--- src/rtl/serial_addsub_if.sv ---
// Handshake and operand/result bundle for the bit-serial adder/subtractor.
// The master drives operands and start; the slave returns status and results.
interface serial_addsub_if #(
    parameter int WIDTH = 8
);
    logic             start;
    logic             sub;
    logic [WIDTH-1:0] a;
    logic [WIDTH-1:0] b;
    logic             busy;
    logic             done;
    logic [WIDTH-1:0] result;
    logic             carry;
    logic             overflow;

    modport master (
        output start, sub, a, b,
        input  busy, done, result, carry, overflow
    );

    modport slave (
        input  start, sub, a, b,
        output busy, done, result, carry, overflow
    );
endinterface

--- src/rtl/serial_addsub.sv ---
// Bit-serial N-bit adder/subtractor: one full-adder stage plus a carry
// flip-flop, LSB first, parallel result with carry-out and signed overflow.
module serial_addsub #(
    parameter int WIDTH = 8
) (
    input logic           clk,
    input logic           rst,
    serial_addsub_if.slave bus
);
    localparam int CW = $clog2(WIDTH) + 1;

    typedef enum logic [1:0] {
        IDLE,
        SHIFT,
        DONE
    } state_t;

    state_t           state_q, state_d;
    logic [WIDTH-1:0] opa_q, opa_d;
    logic [WIDTH-1:0] opb_q, opb_d;
    logic [WIDTH-1:0] acc_q, acc_d;
    logic             c_q, c_d;
    logic [CW-1:0]    cnt_q, cnt_d;
    logic             ovf_q, ovf_d;
    logic [WIDTH-1:0] result_q, result_d;
    logic             carry_q, carry_d;
    logic             overflow_q, overflow_d;
    logic             done_q, done_d;

    logic             fa_s;
    logic             fa_co;
    logic             last_bit;

    // Single full-adder stage fed from the operand LSBs and the carry flop.
    always_comb begin
        fa_s  = opa_q[0] ^ opb_q[0] ^ c_q;
        fa_co = (opa_q[0] & opb_q[0]) |
                (opa_q[0] & c_q) |
                (opb_q[0] & c_q);
    end

    assign last_bit = (cnt_q == CW'(WIDTH - 1));

    always_comb begin
        state_d    = state_q;
        opa_d      = opa_q;
        opb_d      = opb_q;
        acc_d      = acc_q;
        c_d        = c_q;
        cnt_d      = cnt_q;
        ovf_d      = ovf_q;
        result_d   = result_q;
        carry_d    = carry_q;
        overflow_d = overflow_q;
        done_d     = 1'b0;

        unique case (state_q)
            IDLE: begin
                if (bus.start) begin
                    opa_d   = bus.a;
                    // Subtraction is a + ~b + 1; the +1 enters as carry-in.
                    opb_d   = bus.sub ? ~bus.b : bus.b;
                    c_d     = bus.sub;
                    cnt_d   = '0;
                    state_d = SHIFT;
                end
            end
            SHIFT: begin
                opa_d = {1'b0, opa_q[WIDTH-1:1]};
                opb_d = {1'b0, opb_q[WIDTH-1:1]};
                acc_d = {fa_s, acc_q[WIDTH-1:1]};
                c_d   = fa_co;
                cnt_d = cnt_q + CW'(1);
                if (last_bit) begin
                    ovf_d   = c_q ^ fa_co;
                    state_d = DONE;
                end
            end
            DONE: begin
                result_d   = acc_q;
                carry_d    = c_q;
                overflow_d = ovf_q;
                done_d     = 1'b1;
                state_d    = IDLE;
            end
            default: begin
                state_d = IDLE;
            end
        endcase
    end

    always_ff @(posedge clk) begin
        if (rst) begin
            state_q    <= IDLE;
            opa_q      <= '0;
            opb_q      <= '0;
            acc_q      <= '0;
            c_q        <= 1'b0;
            cnt_q      <= '0;
            ovf_q      <= 1'b0;
            result_q   <= '0;
            carry_q    <= 1'b0;
            overflow_q <= 1'b0;
            done_q     <= 1'b0;
        end else begin
            state_q    <= state_d;
            opa_q      <= opa_d;
            opb_q      <= opb_d;
            acc_q      <= acc_d;
            c_q        <= c_d;
            cnt_q      <= cnt_d;
            ovf_q      <= ovf_d;
            result_q   <= result_d;
            carry_q    <= carry_d;
            overflow_q <= overflow_d;
            done_q     <= done_d;
        end
    end

    assign bus.busy     = (state_q != IDLE);
    assign bus.done     = done_q;
    assign bus.result   = result_q;
    assign bus.carry    = carry_q;
    assign bus.overflow = overflow_q;
endmodule

--- src/flat_wrapper.sv ---
// flat-port wrapper written by rule: the top's interface ports become plain ports
module serial_addsub_flat 
#(
    parameter int WIDTH = 8
)
  (clk, rst, bus_start, bus_sub, bus_a, bus_b, bus_busy, bus_done, bus_result, bus_carry, bus_overflow);
  serial_addsub_if #(.WIDTH(WIDTH)) bus_i ();
  input logic clk;
  input logic rst;
  input wire logic [$bits(bus_i.start)-1:0] bus_start;
  input wire logic [$bits(bus_i.sub)-1:0] bus_sub;
  input wire logic [$bits(bus_i.a)-1:0] bus_a;
  input wire logic [$bits(bus_i.b)-1:0] bus_b;
  output wire logic [$bits(bus_i.busy)-1:0] bus_busy;
  output wire logic [$bits(bus_i.done)-1:0] bus_done;
  output wire logic [$bits(bus_i.result)-1:0] bus_result;
  output wire logic [$bits(bus_i.carry)-1:0] bus_carry;
  output wire logic [$bits(bus_i.overflow)-1:0] bus_overflow;
  assign bus_i.start = bus_start;
  assign bus_i.sub = bus_sub;
  assign bus_i.a = bus_a;
  assign bus_i.b = bus_b;
  assign bus_busy = bus_i.busy;
  assign bus_done = bus_i.done;
  assign bus_result = bus_i.result;
  assign bus_carry = bus_i.carry;
  assign bus_overflow = bus_i.overflow;
  serial_addsub #(.WIDTH(WIDTH)) u_core (.clk(clk), .rst(rst), .bus(bus_i));
endmodule
--- config.mk ---
export PLATFORM = sky130hd
export DESIGN_NAME = serial_addsub_flat
export DESIGN_NICKNAME = d
export VERILOG_FILES = /design/src/rtl/serial_addsub_if.sv /design/src/rtl/serial_addsub.sv /design/src/flat_wrapper.sv
export SDC_FILE = /design/constraint.sdc
export NUM_CORES = 1
export LEC_CHECK = 0
export CORE_MARGIN = 2
export CORE_UTILIZATION = 40
export CTS_CLUSTER_DIAMETER = 120
export CTS_CLUSTER_SIZE = 28
export DETAILED_ROUTE_END_ITERATION = 8
export MAX_ROUTING_LAYER = met4
export PLACE_DENSITY = 0.62
export SETUP_SLACK_MARGIN = 0.02
export SLEW_MARGIN = 15
export SYNTH_ARGS = -nofsm -noshare
export SYNTH_HDL_FRONTEND = slang
export SYNTH_SLANG_ARGS = --single-unit
--- constraint.sdc ---
create_clock -name clk -period 2.4 [get_ports clk]
set_input_delay 0.6 -clock clk [delete_from_list [all_inputs] [get_ports clk]]
set_output_delay 0.6 -clock clk [all_outputs]
set_load 0.05 [all_outputs]
==> results.py, run 1 <==
metrics = {
    "timing": {
        "finClkSkew_ns": 0.008261,
        "timing.final.ws_setup_ns": 0.3634,
        "rsz0062_at_grt": "false",
        "whs_ns": 0.4550,
        "hold_viol": 0,
        "slew_headroom": 0.5537,
        "fin_setup_tns_ns": 0,
        "max_freq_mhz": 491.0,
        "finalSetupViolCount": 0,
        "min_period_over_period": 0.8486,
        "worst_pin_slew_ns": 0.6681,
        "final_max_slew_viol_count": 0,
        "min_period_ns": 2.037,
    },
    "run_status": {
        "status": "finished, final reports clean",
    },
    "clocking": {
        "cts_setup_buffers": 0,
        "clkTransAtPathRegs_ns": 0.08,
        "cts_root_buffer": "clkbuf_8",
        "cts.sinks": 43,
        "htreeDepth": 2,
        "cts-buffers-inserted": 5,
        "ctsResizeCount": 0,
        "cts_tree": "done",
        "cts_hold_buf": 0,
        "clock_latency_ns": 0.30,
        "clockBufferDepth": 2,
    },
    "hold_path": {
        "min_path_type": "reg2reg",
        "hold_depth": 2,
    },
    "floorplan": {
        "die_w_um": 73.54,
        "io_pins": 32,
        "dieArea_um2": 5408,
        "rows": 25,
        "coreArea_um2": 4692,
        "die_h_um": 73.54,
        "start_util": 0.4123,
    },
    "logic_synthesis": {
        "ys_ff_latch": 43,
        "synth-async-reset-ratio": 0,
        "synth_enable_flop_cells": 0,
        "synth_nets": 250,
        "ys_seq_area_frac": 0.4450,
        "ys_types": 33,
        "syn_inst": 228,
        "netlist_area_um2": 1934,
        "syn_area_per_cell_um2": 8.484,
        "yosysWarnings": 0,
        "synth_ff_type": "dfxtp_1",
    },
    "global_route": {
        "grt_pass1_vias": 1478,
        "grt_first_pass_wirelength_mm": 6.610,
        "grt_use_total": 0.1604,
        "gr-total-overflow": 0,
        "antenna_found_initial": 0,
        "grt_max_degree": 44,
    },
    "routing": {
        "avgViaCountPerCell": 5.246,
        "avgRoutedWirePerCell_um": 12.34,
        "drt.antenna.violating_nets": 0,
        "drt-total-wl_mm": 3.764,
        "drc": 0,
        "dr.pass1.iters": 4,
        "drtIter0Drc": 83,
        "vias": 1600,
    },
    "worst_setup_path": {
        "cp_cell_sequence": "clkdlybuf4s50_1",
        "critical_path_depth": 1,
        "startpoint_type": "flop",
        "crit_family": "buffers and inverters",
        "critPathMaxStageDelay_ns": 0.80,
        "path_class": "reg2out",
        "crit_slowest_cell": "clkdlybuf4s50_1",
        "end_kind": "primary output",
        "path_buf_inv": 1,
        "r2r_cells": 4,
        "cp_max_fo": 2,
        "required_ns": 1.80,
        "arrival_ns": 1.44,
    },
    "power_and_ir_drop": {
        "power.density_nw_per_um2": 649.0,
        "combPwrFrac": 0.115,
        "p_int_mw": 1.171,
        "finalPower_mw": 1.533,
        "power_switching_share": 0.2363,
        "p_sw_mw": 0.3622,
        "p_seq_frac": 0.502,
        "leakagePower_nw": 0.8389,
        "clkPwrFrac": 0.383,
        "ir_drop_uv": 252.7,
    },
    "flow_run": {
        "maxCapViolations": 0,
    },
    "layout": {
        "layout_common_cells": "dfxtp_1 (43), nand2_1 (41), a21oi_1 (37)",
        "final_common_cell": "dfxtp_1",
        "antenna_cells": 0,
        "final_nets": 272,
        "drive_gt1_frac": 0.1235,
        "utilization": 0.5035,
        "area_growth_pct": 22.12,
    },
    "placement": {
        "io_buffers": 31,
        "gp_congestion": 0.7564,
        "dp_slack_ns": 0.3774,
        "hpwl_mm": 2.441,
    },
}
synthesized netlist by cell type, types with 3 or more instances:
library cell  count  area [um^2]
buf_6             3        33.78
nor2_1           20        75.07
nor2b_1           3        18.77
o22ai_2           7        87.58
xnor2_1           8        70.07
clkbuf_1          8        30.03
nand2_1          41        153.9
inv_1            10        37.54
o221a_2           8        90.09
buf_2             8        40.04
dfxtp_1          43        860.8
a22oi_1           9        67.56
a21oi_1          37        185.2
state kept, by name, summed over array words and instances, names as in the netlist:
| name | count |
|---|---|
| u_core.bus.done | 1 |
| u_core.opa_q | 8 |
| u_core.state_q | 2 |
| u_core.acc_q | 8 |
| u_core.bus.carry | 1 |
| u_core.opb_q | 8 |
| u_core.bus.result | 8 |
| u_core.bus.overflow | 1 |
| u_core.cnt_q | 4 |
| u_core.c_q | 1 |
| u_core.ovf_q | 1 |
power by group through the flow:
stage	Combinational (mW)	Clock, mW	Sequential (mW)
after floorplan	0.134	0	0.774
after global placement	0.175	0	0.785
after detailed placement	0.178	0	0.786
after CTS	0.178	0.606	0.769
after global routing	0.197	0.630	0.774
final	0.177	0.587	0.769
routing by layer:
layer,routed length [um],vias up,global-route usage
met3,148,5,0.04115
li1,-,821,-
met1,1842,740,0.1975
met2,1714,34,0.2520
met5,0,-,-
met4,59,0,0.06061
tightest hold or removal path, stage by stage, from the launching register on:
cell and delay, ns:
dfxtp_1 0.31, nand2_1 0.05, a21oi_1 0.05
worst paths after layout:
| kind | from | end | slack (ns) |
|---|---|---|---|
| setup / recovery | u_core.bus.result[3]$_SDFFE_PP0P_ | bus_result[3] | 0.36 |
| setup reg to reg | u_core.state_q[0]$_SDFFE_PP0P_ | u_core.cnt_q[2]$_SDFFE_PP0P_ | 0.77 |
| hold / removal | u_core.bus.result[0]$_SDFFE_PP0P_ | u_core.bus.result[0]$_SDFFE_PP0P_ | 0.46 |
| hold reg to reg | u_core.bus.result[0]$_SDFFE_PP0P_ | u_core.bus.result[0]$_SDFFE_PP0P_ | 0.46 |
metrics by stage:
step / std cells / instance area [um^2]
after global routing: 305 / 2362
final: 305 / 2362
after CTS: 305 / 2362
after detailed placement: 297 / 2245
after floorplan: 228 / 1934
after global placement: 297 / 2245
area by class of cell:
| class | count | area (um^2) |
|---|---|---|
| well taps | 54 | 67.56 |
| multi-input cells | 154 | 920.9 |
| repair buffers | 36 | 357.8 |
| flip-flops and latches | 43 | 860.8 |
| inverters | 10 | 37.54 |
| clock inverters | 2 | 35.03 |
| fillers | 478 | 2330 |
| clock buffers | 6 | 82.58 |
cell families after synthesis:
group / count (synthesis) / share of synthesized area
and+or+nand+nor: 73 / 0.1611
AOI/OAI and AO/OA: 69 / 0.2523
xor gates and xnor gates: 9 / 0.04075
buffers and inverters: 31 / 0.07892
muxes: 1 / 0.005175
adders and majority gates: 2 / 0.01682
DFF: 43 / 0.4450
No activity file was read; power rests on OpenSTA's default activity.
==> run 2, diff against run 1 <==
clock period = 2.1 ns   (was 2.4 ns; I/O delays follow)
==> run 2 against run 1 <==
Sequential share of layout area fell by 0.13 points. Total power is 8.3% higher. Sequential cell count unchanged. Worst hold slack barely moved. Clock skew shrank 0.0028 ns. Critical path depth did not move. Largest power group unchanged. Highest routed layer unchanged.
==> results.py, run 2 (synthesis results as in run 1) <==
metrics = {
    "placement": {
        "place_area_um2": 2267,
        "gp_congestion": 0.8002,
        "hpwl_mm": 2.535,
        "io_buffers": 31,
        "dp.cells": 300,
    },
    "routing": {
        "drc": 0,
        "drtIter0Drc": 101,
        "drt-total-wl_mm": 3.808,
        "dr.pass1.iters": 4,
        "vias": 1565,
        "avgViaCountPerCell": 5.081,
        "drt.antenna.violating_nets": 0,
        "avgRoutedWirePerCell_um": 12.36,
    },
    "timing": {
        "slew_headroom": 0.6599,
        "finClkSkew_ns": 0.005465,
        "max_freq_mhz": 507.9,
        "finalSetupViolCount": 0,
        "worst_pin_slew_ns": 0.5095,
        "min_period_ns": 1.969,
        "whs_ns": 0.4547,
        "final_max_slew_viol_count": 0,
        "fin_setup_tns_ns": 0,
        "rsz0062_at_grt": "false",
        "min_period_over_period": 0.9376,
        "hold_viol": 0,
    },
    "worst_setup_path": {
        "startpoint_type": "flop",
        "end_kind": "primary output",
        "crit_slowest_cell": "clkdlybuf4s50_1",
        "crit_family": "buffers and inverters",
        "path_class": "reg2out",
        "cp_cell_sequence": "clkdlybuf4s50_1",
        "critPathMaxStageDelay_ns": 0.80,
        "required_ns": 1.57,
        "cp_max_fo": 2,
        "arrival_ns": 1.44,
        "path_buf_inv": 1,
    },
    "global_route": {
        "grt_max_degree": 44,
        "grt_pass1_vias": 1423,
        "grt_use_total": 0.1580,
        "grt_first_pass_wirelength_mm": 6.417,
        "antenna_found_initial": 0,
        "gr-total-overflow": 0,
    },
    "floorplan": {
        "die_h_um": 73.54,
        "io_pins": 32,
        "coreArea_um2": 4692,
        "rows": 25,
        "dieArea_um2": 5408,
        "start_util": 0.4123,
        "die_w_um": 73.54,
    },
    "hold_path": {
        "min_path_type": "reg2reg",
    },
    "layout": {
        "area_growth_pct": 22.57,
        "final_common_cell": "dfxtp_1",
        "regArea_um2": 860.8,
        "fillCellCount": 483,
        "antenna_cells": 0,
        "stdcell_count": 308,
        "multi_input_area_um2": 920.9,
        "finalInstanceArea_um2": 2371,
        "layout_common_cells": "dfxtp_1 (43), nand2_1 (41), a21oi_1 (37)",
        "final_nets": 275,
        "drive_gt1_frac": 0.1339,
    },
    "power_and_ir_drop": {
        "combPwrFrac": 0.125,
        "power_switching_share": 0.2444,
        "p_sw_mw": 0.4058,
        "leakagePower_nw": 0.8435,
        "clkPwrFrac": 0.346,
        "p_seq_frac": 0.529,
        "power.density_nw_per_um2": 700.3,
        "ir_drop_uv": 348.0,
        "finalPower_mw": 1.661,
        "p_int_mw": 1.255,
    },
    "clocking": {
        "ctsResizeCount": 0,
        "cts_hold_buf": 0,
        "clockBufferDepth": 2,
        "cts-buffers-inserted": 5,
        "cts_root_buffer": "clkbuf_8",
        "cts_tree": "done",
        "clkTransAtPathRegs_ns": 0.08,
        "cts.sinks": 43,
        "clock_latency_ns": 0.29,
        "cts_setup_buffers": 0,
        "htreeDepth": 2,
    },
    "run_status": {
        "status": "finished, final reports clean",
    },
    "flow_run": {
        "maxCapViolations": 0,
    },
}
## run 2: cell count changes in the layout (fill, tap and decap cells not counted), sizes merged
cell | before | now
buf | 6 | 9
bufinv | 1 | 0
clkbuf | 6 | 7
clkinv | 1 | 0
clkinvlp | 0 | 1
## run 2: power by group through the flow
stage | combinational [mW] | clock (mW) | sequential, mW
global placement | 0.207 | 0 | 0.896
floorplan | 0.153 | 0 | 0.884
global route | 0.230 | 0.634 | 0.883
detailed placement | 0.209 | 0 | 0.896
finish | 0.208 | 0.575 | 0.878
CTS | 0.209 | 0.593 | 0.877
## run 2: worst paths after layout
path                                     start                                 to  slack, ns  depth (start not counted)
max          u_core.bus.result[6]$_SDFFE_PP0P_                      bus_result[6]       0.13                          1
min          u_core.bus.result[1]$_SDFFE_PP0P_  u_core.bus.result[1]$_SDFFE_PP0P_       0.45                          2
max reg2reg     u_core.state_q[1]$_SDFFE_PP0P_       u_core.cnt_q[2]$_SDFFE_PP0P_       0.54                          5
min reg2reg  u_core.bus.result[1]$_SDFFE_PP0P_  u_core.bus.result[1]$_SDFFE_PP0P_       0.45                          2
## run 2: layout make-up
cell class	count	share of cell area
Clock inverter	1	0.003166
Tap cell	54	0.02850
Multi-Input combinational cell	154	0.3884
Sequential cell	43	0.3631
Clock buffer	7	0.04063
Timing Repair Buffer	39	0.1604
Inverter	10	0.01583
## run 2: layer usage
metal,track usage,vias up,wire [um]
met3,0.03292,4,134
met5,-,-,0
met1,0.2061,704,1890
met4,0.06465,0,54
met2,0.2381,35,1728
li1,-,822,-
## run 2: stage by stage
stage          setup slack (ns)    util
2_1_floorplan            0.5488       -
3_3_place_gp             0.1745  0.4832
3_5_place_dp             0.1766  0.4832
4_1_cts                  0.1173  0.5053
5_1_grt                 0.07688  0.5053
6_report                 0.1310  0.5053
==> run 3, diff against run 2 <==
ABC_AREA = 1   (was unset)
GPL_ROUTABILITY_DRIVEN = 0   (was unset)
SETUP_SLACK_MARGIN = unset   (was 0.02)
==> run 3 against run 2 <==
Sequential share of layout area unchanged. Fmax increased by 0.68%. Combinational power increased by 5%. Via count increased by 13%. Clock skew about the same. Synthesized cell count increased by 25%. Largest cell class unchanged.
==> results.py, run 3 <==
metrics = {
    "worst_setup_path": {
        "arrival_ns": 1.43,
        "crit_family": "buffers and inverters",
        "crit_slowest_cell": "clkdlybuf4s50_1",
        "end_kind": "primary output",
        "path_class": "reg2out",
        "required_ns": 1.57,
        "cp_cell_sequence": "clkdlybuf4s50_1",
        "startpoint_type": "flop",
        "path_buf_inv": 1,
        "cp_max_fo": 2,
        "critPathMaxStageDelay_ns": 0.80,
    },
    "layout": {
        "final_nets": 339,
        "layout_common_cells": "nor2_1 (78), nand2_1 (66), dfxtp_1 (43)",
        "area_growth_pct": 23.13,
        "utilization": 0.5053,
        "drive_gt1_frac": 0.05975,
        "antenna_cells": 0,
        "final_common_cell": "nor2_1",
        "stdcell_count": 372,
    },
    "timing": {
        "min_period_ns": 1.956,
        "final_max_slew_viol_count": 0,
        "hold_viol": 0,
        "worst_pin_slew_ns": 0.4961,
        "fin_setup_tns_ns": 0,
        "finClkSkew_ns": 0.004973,
        "rsz0062_at_grt": "false",
        "min_period_over_period": 0.9313,
        "whs_ns": 0.4879,
        "finalSetupViolCount": 0,
        "max_freq_mhz": 511.3,
        "slew_headroom": 0.6682,
    },
    "logic_synthesis": {
        "yosysWarnings": 0,
        "synth-async-reset-ratio": 0,
        "syn_area_per_cell_um2": 6.756,
        "ys_types": 23,
        "synthTopCellsByArea": "dfxtp_1 (45%), nor2_1 (15%), nand2_1 (13%)",
        "ys_top_cells_by_count": "nor2_1 (78), nand2_1 (66), dfxtp_1 (43)",
        "synth_enable_flop_cells": 0,
        "netlist_area_um2": 1926,
        "yosysMostFrequentCell": "nor2_1",
        "synth_ff_type": "dfxtp_1",
        "synth_top_cell_area_share": 0.4470,
        "synth_area_leader_cell": "dfxtp_1",
        "synth_nets": 307,
        "ys_seq_area_frac": 0.4470,
        "ys_ff_latch": 43,
        "syn_inst": 285,
    },
    "routing": {
        "drt-total-wl_mm": 3.919,
        "dr.pass1.iters": 4,
        "avgRoutedWirePerCell_um": 10.53,
        "vias": 1772,
        "drtIter0Drc": 85,
        "drt.antenna.violating_nets": 0,
        "avgViaCountPerCell": 4.763,
        "drc": 0,
    },
    "clocking": {
        "cts_root_buffer": "clkbuf_8",
        "cts_tree": "done",
        "ctsResizeCount": 0,
        "clock_latency_ns": 0.30,
        "htreeDepth": 2,
        "cts_hold_buf": 0,
        "clockBufferDepth": 2,
        "cts-buffers-inserted": 5,
        "clkTransAtPathRegs_ns": 0.07,
        "cts_setup_buffers": 0,
        "cts.sinks": 43,
    },
    "placement": {
        "hpwl_mm": 2.653,
        "io_buffers": 31,
        "dp.cells": 364,
    },
    "global_route": {
        "grt_first_pass_wirelength_mm": 6.803,
        "gr-total-overflow": 0,
        "grt_pass1_vias": 1531,
        "grt_max_degree": 28,
        "grt_use_total": 0.1675,
        "antenna_found_initial": 0,
    },
    "power_and_ir_drop": {
        "p_sw_mw": 0.4233,
        "finalPower_mw": 1.671,
        "clkPwrFrac": 0.342,
        "p_seq_frac": 0.527,
        "combPwrFrac": 0.131,
        "power.density_nw_per_um2": 704.8,
        "p_int_mw": 1.248,
        "ir_drop_uv": 246.1,
        "leakagePower_nw": 1.105,
        "power_switching_share": 0.2533,
    },
    "floorplan": {
        "die_w_um": 73.38,
        "coreArea_um2": 4692,
        "start_util": 0.4104,
        "rows": 25,
        "die_h_um": 73.38,
        "io_pins": 32,
        "dieArea_um2": 5385,
    },
    "flow_run": {
        "maxCapViolations": 0,
    },
    "hold_path": {
        "min_path_type": "reg2reg",
    },
    "run_status": {
        "status": "finished, final reports clean",
    },
}
-- run 3: cell count changes in the layout (fill, tap and decap cells not counted), sizes merged, moves of 9 or more --
cell	change
o21ai	+20
nor2	+59
a21oi	-30
nand2	+27
a22oi	-9
nand3	+23
inv	+13
-- run 3: power groups by stage --
stage	Combinational [mW]	Clock (mW)	Sequential, mW
global route	0.254	0.615	0.886
finish	0.219	0.571	0.881
global placement	0.218	0	0.900
floorplan	0.158	0	0.893
CTS	0.222	0.589	0.881
detailed placement	0.221	0	0.900
-- run 3: worst paths after layout --
kind                                                       start                               end  slack (ns)  depth (start not counted)
worst min register to register         u_core.ovf_q$_SDFFE_PP0P_         u_core.ovf_q$_SDFFE_PP0P_        0.49                          2
worst max register to register    u_core.state_q[1]$_SDFFE_PP0P_  u_core.bus.overflow$_SDFFE_PP0P_        0.77                          6
worst min-delay path                   u_core.ovf_q$_SDFFE_PP0P_         u_core.ovf_q$_SDFFE_PP0P_        0.49                          2
worst max-delay path            u_core.bus.overflow$_SDFFE_PP0P_                      bus_overflow        0.14                          1
-- run 3: metal layers --
| layer | track usage | share of wire | vias up |
|---|---|---|---|
| li1 | - | - | 948 |
| met4 | 0.06667 | 0.020 | 0 |
| met5 | - | 0 | - |
| met2 | 0.2673 | 0.46 | 29 |
| met3 | 0.04527 | 0.032 | 6 |
| met1 | 0.2008 | 0.49 | 789 |
-- run 3: cells by family (layout without fill, tap and decap cells) --
| group | Yosys count | count (layout) | share of synthesized area |
|---|---|---|---|
| adders and majority gates | 2 | 2 | 0.01689 |
| xor gates and xnor gates | 2 | 2 | 0.009098 |
| AOI/OAI and AO/OA | 28 | 28 | 0.07277 |
| and+or+nand+nor | 174 | 174 | 0.3671 |
| DFF | 43 | 43 | 0.4470 |
| buffers and inverters | 36 | 69 | 0.08706 |
-- run 3: per-stage QoR --
step / instance area (um^2) / setup slack [ns]
floorplan: 1926 / 0.7728
global placement: 2271 / 0.3155
detailed placement: 2271 / 0.3025
CTS: 2371 / 0.1301
global route: 2371 / 0.09253
finish: 2371 / 0.1442
-- run 3: final cells by class --
type                    count  area (um^2)
clock buffers               8        100.1
fillers                   480         2321
multi-input cells         206        897.1
flip-flops and latches     43        860.8
inverters                  24        92.59
well taps                  54        67.56
repair buffers             37        352.8
